==> src/rtl/mem_access_pkg.sv <==
// Shared definitions for the memory access unit: controller states and
// the default data width and memory depth.
package mem_access_pkg;

   // Controller states; IDLE is the only state that accepts a request
   typedef enum logic [1:0] {
      IDLE  = 2'd0,
      WRITE = 2'd1,
      READ  = 2'd2,
      RESP  = 2'd3
   } state_t;

   localparam int DATA_W_DEF    = 32;
   localparam int MEM_DEPTH_DEF = 100;

endpackage : mem_access_pkg

==> src/rtl/mem_access_unit.sv <==
// Memory access unit: takes one word read or write request at a time over
// a valid/ready request port, runs it against a word memory and returns a
// response over a valid/ready response port.
// Optional address range checking is compiled in with the macro
// MEM_ACCESS_BOUNDS_CHECK_EN; out-of-range requests then get an error
// response without ever touching the memory.
module mem_access_unit
   import mem_access_pkg::*;
#(
   parameter int DATA_W    = DATA_W_DEF,
   parameter int MEM_DEPTH = MEM_DEPTH_DEF
) (
   input  logic              clk,
   input  logic              reset,
   input  logic              req_valid,
   output logic              req_ready,
   input  logic              req_we,
   input  logic [DATA_W-1:0] req_addr,
   input  logic [DATA_W-1:0] req_wdata,
   output logic              resp_valid,
   input  logic              resp_ready,
   output logic [DATA_W-1:0] resp_rdata,
   output logic              resp_err,
   output logic              mem_wr,
   output logic [DATA_W-1:0] mem_address,
   output logic [DATA_W-1:0] mem_data_in,
   input  logic [DATA_W-1:0] mem_data_out
);

   localparam logic [DATA_W-1:0] DEPTH_LIMIT = DATA_W'(MEM_DEPTH);

   state_t            r_state;
   state_t            w_nextState;
   logic [DATA_W-1:0] r_memAddress;
   logic [DATA_W-1:0] r_memDataIn;
   logic [DATA_W-1:0] r_respRdata;
   logic              w_accept;
   logic              w_outOfRange;

   assign w_accept = req_valid && (r_state == IDLE);

`ifdef MEM_ACCESS_BOUNDS_CHECK_EN
   assign w_outOfRange = (req_addr >= DEPTH_LIMIT);
`else
   logic w_unusedDepthCmp;
   assign w_unusedDepthCmp = (req_addr >= DEPTH_LIMIT);
   assign w_outOfRange     = 1'b0;
`endif

   // State register; reset abandons whatever transaction is in flight
   always_ff @(posedge clk) begin
      if (reset) begin
         r_state <= IDLE;
      end else begin
         r_state <= w_nextState;
      end
   end

   // Next-state selection and the state-decoded handshake/strobe outputs
   always_comb begin
      w_nextState = r_state;
      req_ready   = 1'b0;
      resp_valid  = 1'b0;
      mem_wr      = 1'b0;
      case (r_state)
         IDLE: begin
            req_ready = 1'b1;
            if (req_valid) begin
               if (w_outOfRange) begin
                  w_nextState = RESP;
               end else if (req_we) begin
                  w_nextState = WRITE;
               end else begin
                  w_nextState = READ;
               end
            end
         end
         WRITE: begin
            mem_wr      = ~reset;
            w_nextState = RESP;
         end
         READ: begin
            w_nextState = RESP;
         end
         RESP: begin
            resp_valid = 1'b1;
            if (resp_ready) begin
               w_nextState = IDLE;
            end
         end
         default: begin
            w_nextState = IDLE;
         end
      endcase
   end

   // Request latch and response data capture; the memory address and write
   // data hold their last accepted values between transactions
   always_ff @(posedge clk) begin
      if (reset) begin
         r_memAddress <= '0;
         r_memDataIn  <= '0;
         r_respRdata  <= '0;
      end else begin
         case (r_state)
            IDLE: begin
               if (w_accept) begin
                  if (w_outOfRange) begin
                     r_respRdata <= '0;
                  end else begin
                     r_memAddress <= req_addr;
                     r_memDataIn  <= req_wdata;
                  end
               end
            end
            WRITE: begin
               r_respRdata <= '0;
            end
            READ: begin
               r_respRdata <= mem_data_out;
            end
            default: begin
               r_respRdata <= r_respRdata;
            end
         endcase
      end
   end

`ifdef MEM_ACCESS_BOUNDS_CHECK_EN
   logic r_respErr;

   // Error flag: raised when an out-of-range request is accepted, dropped
   // when its response is taken
   always_ff @(posedge clk) begin
      if (reset) begin
         r_respErr <= 1'b0;
      end else if (w_accept && w_outOfRange) begin
         r_respErr <= 1'b1;
      end else if ((r_state == RESP) && resp_ready) begin
         r_respErr <= 1'b0;
      end
   end

   assign resp_err = r_respErr;
`else
   assign resp_err = 1'b0;
`endif

   assign mem_address = r_memAddress;
   assign mem_data_in = r_memDataIn;
   assign resp_rdata  = r_respRdata;

endmodule : mem_access_unit

==> config.mk <==
export PLATFORM = sky130hd
export DESIGN_NAME = mem_access_unit
export DESIGN_NICKNAME = d
export VERILOG_FILES = /design/src/rtl/mem_access_pkg.sv /design/src/rtl/mem_access_unit.sv
export SDC_FILE = /design/constraint.sdc
export NUM_CORES = 1
export LEC_CHECK = 0
export ABC_CLOCK_PERIOD_IN_PS = 1750
export CORE_MARGIN = 8
export CORE_UTILIZATION = 38
export CTS_CLUSTER_DIAMETER = 120
export DETAILED_ROUTE_END_ITERATION = 6
export PLACE_DENSITY = 0.79
export SYNTH_ARGS = -nofsm -noshare
export SYNTH_HDL_FRONTEND = slang
export SYNTH_SLANG_ARGS = --single-unit
==> constraint.sdc <==
create_clock -name clk -period 1.75 [get_ports clk]
set_clock_uncertainty 0.05 [all_clocks]
set_input_delay 0.35 -clock clk [delete_from_list [all_inputs] [get_ports clk]]
set_output_delay 0.35 -clock clk [all_outputs]
set_load 0.05 [all_outputs]
; ---- Word level (Yosys, flattened, before mapping)
; Index checks and enable logic that the tools add are counted.
; Widths: inputs -> output; s select.
[totals]
register_bits = 98
out_inout_bits = 100
[op_classes]
n_bitwise = 1
reduce_logical = 6
n_mux = 8
n_eq_ne = 5
[ops]
columns = op, n
row1 = $pmux 32 s2, 1
row2 = $mux 2, 3
row3 = $pmux 2 s3, 1
row4 = $eq 2x2->1 const B, 2
row5 = $ne 2x2->1 const B, 2
row6 = $reduce_and 2->1, 2
row7 = $mux 1, 3
row8 = $eq 2x1->1 const B, 1
row9 = $logic_not 2->1, 1
row10 = $reduce_bool 2->1, 1
row11 = $reduce_or 2->1, 1
row12 = $logic_and 1x1->1, 1
row13 = $not 1->1, 1

; ---- Longest topological paths before layout
; Gate-level depths: netlist of the first run.
[depth]
word_depth = 3
depth_mapped = 7
ltp_nobuf = 5

; ---- Worst setup path after synthesis of the first run
; No wires, ideal clock.
[synth_path]
kind = register -> register
startpoint = register r_state[1]
endpoint = register r_memAddress[10] (netlist: mem_address[10])
setup_ps = 132
arrival_time_ps = 1600
stages_incl_launch_ff = 7
t_required_ps = 1568
synth_period_minus_slack_ps = 1782
path_slack_ps = -32
path_cell_list = dfxtp_1 > inv_1 > ha_1 > nand2_1 > buf_2 > nand2_1 > a21oi_1
[synth_via]
elab_chain_len = 3
[synth_rtl]
columns = item, line_no
row1 = "start, declared", mem_access_unit.sv:32  ; state_t r_state;
row2 = "start signal, assigned", mem_access_unit.sv:55  ; r_state <= w_nextState;
row3 = $logic_not 2->1 *, "mem_access_unit.sv:40, mem_access_unit.sv:105"
row4 = $logic_and 1x1->1, mem_access_unit.sv:40  ; assign w_accept = req_valid && (r_state == IDLE);
row5 = $reduce_and 2->1 (no line) *, -
row6 = "end signal, assigned", mem_access_unit.sv:111  ; r_memAddress <= req_addr;
row7 = "end, declared", mem_access_unit.sv:34  ; logic [DATA_W-1:0] r_memAddress;
; Mark *: on every way between the ends. The rest lies on a longest branch, timed or not.
; A chain may end at the register's enable or synchronous reset.

; ---- Worst setup path in the final report of the first run
[layout_path]
startpoint = register r_state[1]
endpoint = output port mem_wr
[layout_via]
elab_chain_len = 2
[layout_rtl]
columns = item, line_no
row1 = $eq 2x1->1, mem_access_unit.sv:65  ; case (r_state)
row2 = $mux 1, mem_access_unit.sv:65
row3 = "end, declared", mem_access_unit.sv:24  ; output logic mem_wr,
; No other way between the ends.

==> results of run 1 <==
==> flip-flops by register name, indices dropped and copies added, names as in the netlist <==
signal       flops
mem_data_in     32
resp_rdata      32
mem_address     32
r_state          2
==> worst register-to-register path, stage by stage (launching register included) <==
cell	delay, ns
dfxtp_1	0.35
inv_1	0.09
ha_2	0.29
and2_2	0.20
buf_12	0.25
nand2_1	0.12
a21oi_1	0.15
==> layout make-up <==
| type | count | share of cell area, % |
|---|---|---|
| flip-flops and latches | 98 | 34.6 |
| repair buffers | 208 | 32.9 |
| multi-input cells | 305 | 25.7 |
| well taps | 129 | 2.84 |
| clock buffers | 10 | 2.42 |
| clock inverters | 5 | 1.39 |
| inverters | 2 | 0.132 |
==> cells in the final DEF (no fill, tap or decap) <==
master,instances
a21o_1,1
nand2_2,1
inv_1,2
buf_12,5
a311oi_1,1
and2_2,1
clkinv_4,1
nand3_1,32
buf_4,103
conb_1,1
a21oi_1,98
bufinv_16,2
o2111ai_1,1
clkinv_2,2
clkdlybuf4s50_1,99
ha_2,1
mux2i_1,1
dfxtp_2,1
ha_1,3
nand2b_1,34
nand2_1,129
buf_2,1
nor2b_2,1
clkbuf_8,10
dfxtp_1,97
==> report_power, final <==
group          switching, uW  internal (uW)  leakage, uW
combinational           2710           1490      0.00137
clock                    726            835     0.000112
sequential               207           2610     0.000800
==> cells by family (layout without fill, tap and decap cells) <==
family,after synthesis,count (layout),share of synthesized area (%)
other cells,1,1,0.103
flops,98,98,54.1
simple gates,198,198,24.1
buf+inv,37,225,5.83
fa+ha+maj,4,4,1.38
mux,1,1,0.276
compound gates,101,101,14.2
==> per-layer routing <==
metal	vias up	part of all wire (%)
li1	1800	-
met4	0	0.76
met3	6	12
met2	134	49
met5	-	0
met1	1613	38
==> timing repair <==
action	in CTS	in global routing
endpoints found under the setup margin	0	1
resized for setup	0	1
endpoints found under the hold margin	0	0
buffers inserted	0	0
==> path summary, 6_finish.rpt <==
kind | from | to | slack [ns] | cells after the start
worst min-delay path | mem_address[25] | mem_address[25] | 0.41 | 2
worst max register to register | r_state[0] | mem_data_in[1] | 0.18 | 6
worst max-delay path | r_state[1] | mem_wr | 0.10 | 4
worst min register to register | mem_address[25] | mem_address[25] | 0.41 | 2
==> stage by stage <==
stage                     hold WS (ns)  setup slack (ns)  utilization (%)  cell area (um^2)
after floorplan                  0.436             0.222                -              3630
after global placement           0.392             0.106             59.1              5460
after detailed placement         0.397            0.0535             59.1              5460
after CTS                        0.409            0.0248             61.4              5680
after global routing             0.428           0.00973             61.5              5680
final                            0.407             0.102             61.5              5680
==> results.json, run 1 <==
{
  "timing.final.crit_share_pct": 94.1,
  "syn-cell-area_um2": 3630,
  "clock_latency_ns": 0.33,
  "num_rows": 35,
  "final_nets": 729,
  "vias_per_cell": 4.69,
  "n_fill_cell": 801,
  "synth.area.top_cells": "dfxtp_1 54%, a21oi_1 14%, nand2_1 13%",
  "crit_arrival_ns": 1.25,
  "multi_input_area_um2": 1460,
  "clk_transition_reported_paths_ns": 0.09,
  "synth_edf_count": 0,
  "cp_max_fo": 3,
  "setup_tns_ns": 0,
  "gp_congestion": 0.731,
  "cts_made_buffers": 9,
  "period_minus_slack_ns": 1.65,
  "power_uw": 8570,
  "diodes": 0,
  "yosysMostFrequentCell": "nand2_1",
  "yosys_warnings": 0,
  "cp_cell_sequence": "inv_1, ha_1, nor2b_2, buf_4",
  "drive_gt1_share_pct": 20.5,
  "crit_path_end_kind": "primary output",
  "status": "finished clean",
  "synth_fp_nets": 545,
  "top_usage_layer": "met2",
  "drt_drc_violations_left": 0,
  "hold_path_class": "register to register",
  "fmax_ghz": 0.607,
  "cts_tree": "yes",
  "grt_max_degree": 65,
  "routed_wl_mm": 11.2,
  "synth_top_area_share_pct": 54.1,
  "synth_seq_cells": 98,
  "yosysSeqAreaShare_pct": 54.1,
  "cpPeakStageDelay_ns": 0.35,
  "worst_path_dominant_cell_family": "flip-flops",
  "ant_nets": 0,
  "leakage_uw": 0.00229,
  "crit_slowest_cell": "dfxtp_2",
  "synthCells": 440,
  "dr.pass1.iters": 4,
  "cts.path.max_buffers": 2,
  "grt_first_pass_wirelength_mm": 17.8,
  "fp.dieH_um": 114,
  "met2_usage_pct": 28.4,
  "dp.cells": 742,
  "setup_viol": 0,
  "max-vdd-ir-drop_v": 0.000669,
  "drtIter0Drc": 236,
  "synthArstFlopShare_pct": 0,
  "cts_sinks": 98,
  "core_area_um2": 9240,
  "io_buffers": 199,
  "grt_pass1_vias": 3590,
  "crit_required_ns": 1.35,
  "drv_cap": 0,
  "cts.hold.buffers_added": 0,
  "die_w_um": 114,
  "syn_area_per_cell_um2": 8.24,
  "cp_num_buf_inv": 2,
  "ioPinCount": 201,
  "rsz0062_at_grt": "no",
  "drv_slew": 0,
  "synth_top_cell_by_area": "dfxtp_1",
  "netlist_top_cells_count": "130 x nand2_1, 98 x a21oi_1, 98 x dfxtp_1",
  "cts_max_level": 3,
  "die_area_um2": 12900,
  "use_met3_pct": 8.87,
  "yosysUniqueCellTypes": 19,
  "cts_root_buf": "clkbuf_8",
  "start_util_pct": 39.2,
  "area_growth_pct": 56.6,
  "critPathKind": "register to primary output",
  "via_count": 3553,
  "final-seq-area_um2": 1960,
  "critPathLaunchType": "register",
  "grt-ovfl-total": 0,
  "track_usage_pct": 16.9,
  "grt_use_met1_pct": 18.2,
  "synth_ff_type": "dfxtp_1",
  "hold_violations": 0,
  "wl_per_cell_um": 14.7,
  "antenna_found_initial": 0,
  "final_cells": 757,
  "post-dp-hpwl_mm": 8.49,
  "p_per_area_nw_per_um2": 1510
}
Power figures use the tool's default switching activity.
==> run 2: changes to the inputs <==
--- a/config.mk
+++ b/config.mk
@@ -11,6 +11,8 @@
 export CTS_CLUSTER_DIAMETER = 120
 export DETAILED_ROUTE_END_ITERATION = 6
 export PLACE_DENSITY = 0.79
+export RECOVER_POWER = 100
 export SYNTH_ARGS = -nofsm -noshare
 export SYNTH_HDL_FRONTEND = slang
 export SYNTH_SLANG_ARGS = --single-unit
+export TNS_END_PERCENT = 30
==> run 2 against run 1 <==
Net effect:
- global-route usage down 0.55 points
- total power down 3.1%
- setup slack worse by 0.014 ns
- final cell count down 0.13%
- fmax down 0.85%
- utilization down 3.0 points
- hold slack better by 0.0029 ns
==> results.json, run 2 (synthesis results as in run 1) <==
{
  "fmax_ghz": 0.602,
  "vias_per_cell": 4.71,
  "r2r_slack_ns": 0.16,
  "cp_num_buf_inv": 2,
  "slew_headroom_pct": 59.3,
  "cpPeakStageDelay_ns": 0.35,
  "period_minus_slack_ns": 1.66,
  "holdWs_ns": 0.410,
  "die_area_um2": 12900,
  "p_per_area_nw_per_um2": 1540,
  "hold_path_class": "register to register",
  "cts_sinks": 98,
  "setup_viol": 0,
  "grt_pass1_vias": 3493,
  "final_common_cell": "nand2_1",
  "grt_max_degree": 99,
  "grt-ovfl-total": 0,
  "dr.pass1.iters": 5,
  "rsz0062_at_grt": "no",
  "cts_made_buffers": 9,
  "worst_pin_slew_ns": 0.614,
  "leakage_uw": 0.00216,
  "grt_first_pass_wirelength_mm": 17.3,
  "drv_cap": 0,
  "cts_root_buf": "clkbuf_8",
  "drt_drc_violations_left": 0,
  "hold_start": "mem_data_in[19]",
  "drv_slew": 0,
  "worstReg2RegStart": "r_state[0]",
  "status": "finished clean",
  "crit_required_ns": 1.35,
  "n_fill_cell": 892,
  "cts_max_level": 3,
  "drtIter0Drc": 242,
  "cp_cell_sequence": "inv_1, ha_2, clkbuf_8",
  "worst_path_dominant_cell_family": "flip-flops",
  "clk_transition_reported_paths_ns": 0.10,
  "routed_wl_mm": 11.1,
  "ant_nets": 0,
  "postLayoutCoreUtil_pct": 58.5,
  "ioPinCount": 201,
  "die_w_um": 114,
  "clockPowerShare_pct": 20.1,
  "drive_gt1_share_pct": 18.3,
  "combPwrFrac_pct": 46.1,
  "cts.path.max_buffers": 2,
  "clock_latency_ns": 0.34,
  "cp_max_fo": 7,
  "final-seq-area_um2": 1960,
  "cts_setup_buffers": 0,
  "dp_slack_ns": 0.0850,
  "diodes": 0,
  "max-vdd-ir-drop_v": 0.000749,
  "fp.dieH_um": 114,
  "start_util_pct": 39.2,
  "io_buffers": 199,
  "critPathLaunchType": "register",
  "gp_congestion": 0.791,
  "crit_arrival_ns": 1.26,
  "antenna_found_initial": 0,
  "track_usage_pct": 16.4,
  "post-dp-hpwl_mm": 8.18,
  "final_nets": 727,
  "crit_slowest_cell": "dfxtp_1",
  "hold_violations": 0,
  "area_growth_pct": 49.0,
  "fin_ws_ns": 0.0883,
  "internal_power_uw": 4650,
  "startpoint": "r_state[0]",
  "p_seq_share_pct": 33.8,
  "multi_input_area_um2": 1460,
  "final_cell_mix": "129 x nand2_1, 99 x clkdlybuf4s50_1, 98 x a21oi_1",
  "critPathKind": "register to primary output",
  "swShare_pct": 44.1,
  "core_area_um2": 9240,
  "crit_path_end_kind": "primary output",
  "timing.final.crit_share_pct": 95.0,
  "cts_tree": "yes",
  "p_switching_uw": 3660,
  "via_count": 3563,
  "num_rows": 35,
  "wl_per_cell_um": 14.7
}
run 2: cell types whose count changed in the layout (fill, tap and decap cells not counted):
cell,before,now
buf_12,5,2
buf_4,103,5
nor2b_1,0,1
and2_0,0,1
and2_2,1,0
clkbuf_8,10,12
clkbuf_2,0,85
nor2b_2,1,0
buf_1,0,1
clkbuf_1,0,10
buf_6,0,2
clkinv_2,2,0
clkinv_4,1,3
run 2: what timing repair did:
action / CTS / global route
endpoints found under the setup margin: 0 / 1
resized for setup: 0 / 1
hold buffers: 0 / 0
run 2: cell type report:
cell class	count	area share [%]
timing repair buffer	206	29.2
clock inverter	5	1.60
inverter	2	0.139
tap	129	2.99
clock buffer	11	2.80
sequential	98	36.3
multi-input combinational	305	27.0
run 2: metal layers:
metal / up-vias / routed length [um] / GRT usage (%)
met2: 135 / 5130 / 26.1
met3: 8 / 1250 / 7.92
met1: 1628 / 4620 / 18.9
li1: 1792 / - / -
met5: - / 0 / 0
met4: 0 / 99 / 5.15
run 2: worst min-delay path: stages (launching register included):
cell	delay [ns]
dfxtp_1	0.32
nand2_1	0.05
a21oi_1	0.05
run 2: power by group through the flow:
stage / Sequential, uW / Clock, uW / Combinational, uW
6_report: 2810 / 1670 / 3830
3_5_place_dp: 2870 / 0 / 4220
3_3_place_gp: 2850 / 0 / 4160
5_1_grt: 2860 / 1820 / 4120
2_1_floorplan: 4080 / 0 / 1740
4_1_cts: 2820 / 1710 / 4220
run 2: metrics by stage:
stage | std cells | TNS [ns] | power [uW] | cell area [um^2]
finish | 756 | 0 | 8310 | 5400
global route | 756 | 0 | 8800 | 5400
CTS | 756 | 0 | 8750 | 5700
detailed placement | 740 | 0 | 7090 | 5460
global placement | 740 | 0 | 7010 | 5460
floorplan | 440 | -0.00800 | 5830 | 3630
run 2: final timing paths:
check | to | cells after the start
worst max-delay path | req_ready | 3
worst min-delay path | mem_data_in[19] | 2
worst min register to register | mem_data_in[19] | 2
worst max register to register | resp_rdata[4] | 5
==> run 3: changes to the inputs <==
--- a/config.mk
+++ b/config.mk
@@ -15,4 +15,4 @@
 export SYNTH_ARGS = -nofsm -noshare
 export SYNTH_HDL_FRONTEND = slang
 export SYNTH_SLANG_ARGS = --single-unit
-export TNS_END_PERCENT = 30
+export TNS_END_PERCENT = 20
==> constraint.sdc (replaced) <==
create_clock -name clk -period 1.75 [get_ports clk]
set_clock_uncertainty 0.05 [all_clocks]
set_input_delay 0.2625 -clock clk [delete_from_list [all_inputs] [get_ports clk]]
set_output_delay 0.2625 -clock clk [all_outputs]
set_load 0.05 [all_outputs]
==> run 3 against run 2 <==
Net effect:
- sequential cell count stayed put
- final cell count is 0.26% lower
- cell area down 3.0%
- first-iteration DRC count is 9.9% lower
- combinational power decreased by 1%
- critical path depth unchanged
- wire length is 0.33% higher
- hold slack got worse by 0.17 ns
- sequential share of layout area increased by 1.1 points
- sequential power hardly changed
- critical path type unchanged
- critical endpoint unchanged
- largest cell class unchanged
==> results.json, run 3 (synthesis results as in run 1) <==
{
  "crit_path_end_kind": "primary output",
  "crit_arrival_ns": 1.32,
  "period_minus_slack_ns": 1.63,
  "crit_required_ns": 1.44,
  "final_cells": 754,
  "max-vdd-ir-drop_v": 0.000654,
  "p_seq_share_pct": 34.9,
  "cts_resized": 0,
  "grt_max_degree": 65,
  "leakage_uw": 0.00184,
  "start_util_pct": 39.2,
  "drtIter0Drc": 218,
  "clockPowerShare_pct": 18.0,
  "cts_max_level": 3,
  "slew_headroom_pct": 56.3,
  "vias_per_cell": 4.73,
  "rsz0062_at_grt": "no",
  "grt_pass1_vias": 3518,
  "p_per_area_nw_per_um2": 1530,
  "final_cell_mix": "129 x nand2_1, 99 x clkdlybuf4s50_1, 98 x a21oi_1, 98 x dfxtp_1, 97 x clkbuf_1",
  "ioPinCount": 201,
  "area_growth_pct": 44.6,
  "num_rows": 35,
  "grt_first_pass_wirelength_mm": 17.3,
  "swShare_pct": 45.4,
  "ant_nets": 0,
  "cts_sinks": 98,
  "drive_gt1_share_pct": 4.32,
  "gp_congestion": 0.804,
  "cts_setup_buffers": 0,
  "timing.final.crit_share_pct": 93.2,
  "fmax_ghz": 0.613,
  "drv_slew": 0,
  "grt-ovfl-total": 0,
  "final_cell_area_um2": 5240,
  "p_switching_uw": 3650,
  "clk_transition_reported_paths_ns": 0.09,
  "core_area_um2": 9240,
  "dp.cells": 739,
  "combPwrFrac_pct": 47.1,
  "dr.pass1.iters": 4,
  "postPlaceCellArea_um2": 5440,
  "hold_path_class": "input pin to register",
  "hold_violations": 0,
  "drt_drc_violations_left": 0,
  "cts.path.max_buffers": 2,
  "final_common_cell": "nand2_1",
  "via_count": 3565,
  "track_usage_pct": 16.5,
  "clock_latency_ns": 0.34,
  "setup_tns_ns": 0,
  "setup_viol": 0,
  "drv_cap": 0,
  "io_buffers": 199,
  "critPathLaunchType": "register",
  "die_w_um": 114,
  "cts_root_buf": "clkbuf_8",
  "worst_pin_slew_ns": 0.658,
  "status": "finished clean",
  "cts_made_buffers": 9,
  "cp_max_fo": 7,
  "fp.dieH_um": 114,
  "antenna_found_initial": 0,
  "cts_tree": "yes",
  "routed_wl_mm": 11.1,
  "cts.hold.buffers_added": 0,
  "post-dp-hpwl_mm": 8.27,
  "wl_per_cell_um": 14.8,
  "die_area_um2": 12900,
  "diodes": 0,
  "final_nets": 726,
  "internal_power_uw": 4390,
  "critPathKind": "register to primary output"
}
==> run 3: worst max-delay path, stage by stage (launching register included) <==
cell and delay [ns]:
dfxtp_1 0.35, inv_1 0.10, ha_2 0.26, clkbuf_4 0.26
==> run 3: power by group through the flow <==
| stage | sequential (uW) | clock, uW | combinational [uW] |
|---|---|---|---|
| floorplan | 4080 | 0 | 1740 |
| global placement | 2850 | 0 | 4140 |
| detailed placement | 2870 | 0 | 4210 |
| CTS | 2820 | 1510 | 4220 |
| global route | 2860 | 1590 | 4070 |
| finish | 2800 | 1440 | 3790 |
==> run 3: metrics by stage <==
stage	setup slack (ns)	power (uW)	utilization, %	hold slack (ns)
detailed placement	0.142	7080	58.9	0.397
floorplan	0.167	5830	-	0.349
CTS	0.0921	8540	61.0	0.221
global placement	0.203	6990	58.9	0.392
global route	0.00715	8520	56.7	0.226
finish	0.120	8040	56.7	0.236
==> run 3: layer usage <==
metal / track usage [%] / vias to the layer above / share of wire, % / wire length, um
li1: - / 1788 / - / -
met1: 18.0 / 1627 / 40 / 4410
met2: 26.4 / 138 / 46 / 5110
met3: 9.61 / 12 / 13 / 1460
met4: 5.15 / 0 / 1.5 / 170
met5: 0 / - / 0 / 0
==> run 3: layout make-up <==
cell class,count,area [um^2]
Clock buffer,11,141
Clock inverter,4,52.6
Fill cell,919,4000
Inverter,2,7.51
Multi-Input combinational cell,305,1460
Sequential cell,98,1960
Tap cell,129,161
Timing Repair Buffer,205,1460
==> run 3: final timing paths <==
kind	start	end	slack, ns	cells past startpoint
max	r_state[0]	req_ready	0.12	3
min	reset	mem_address[12]	0.24	2
max reg2reg	r_state[0]	resp_rdata[0]	0.16	5
min reg2reg	mem_data_in[27]	mem_data_in[27]	0.41	2
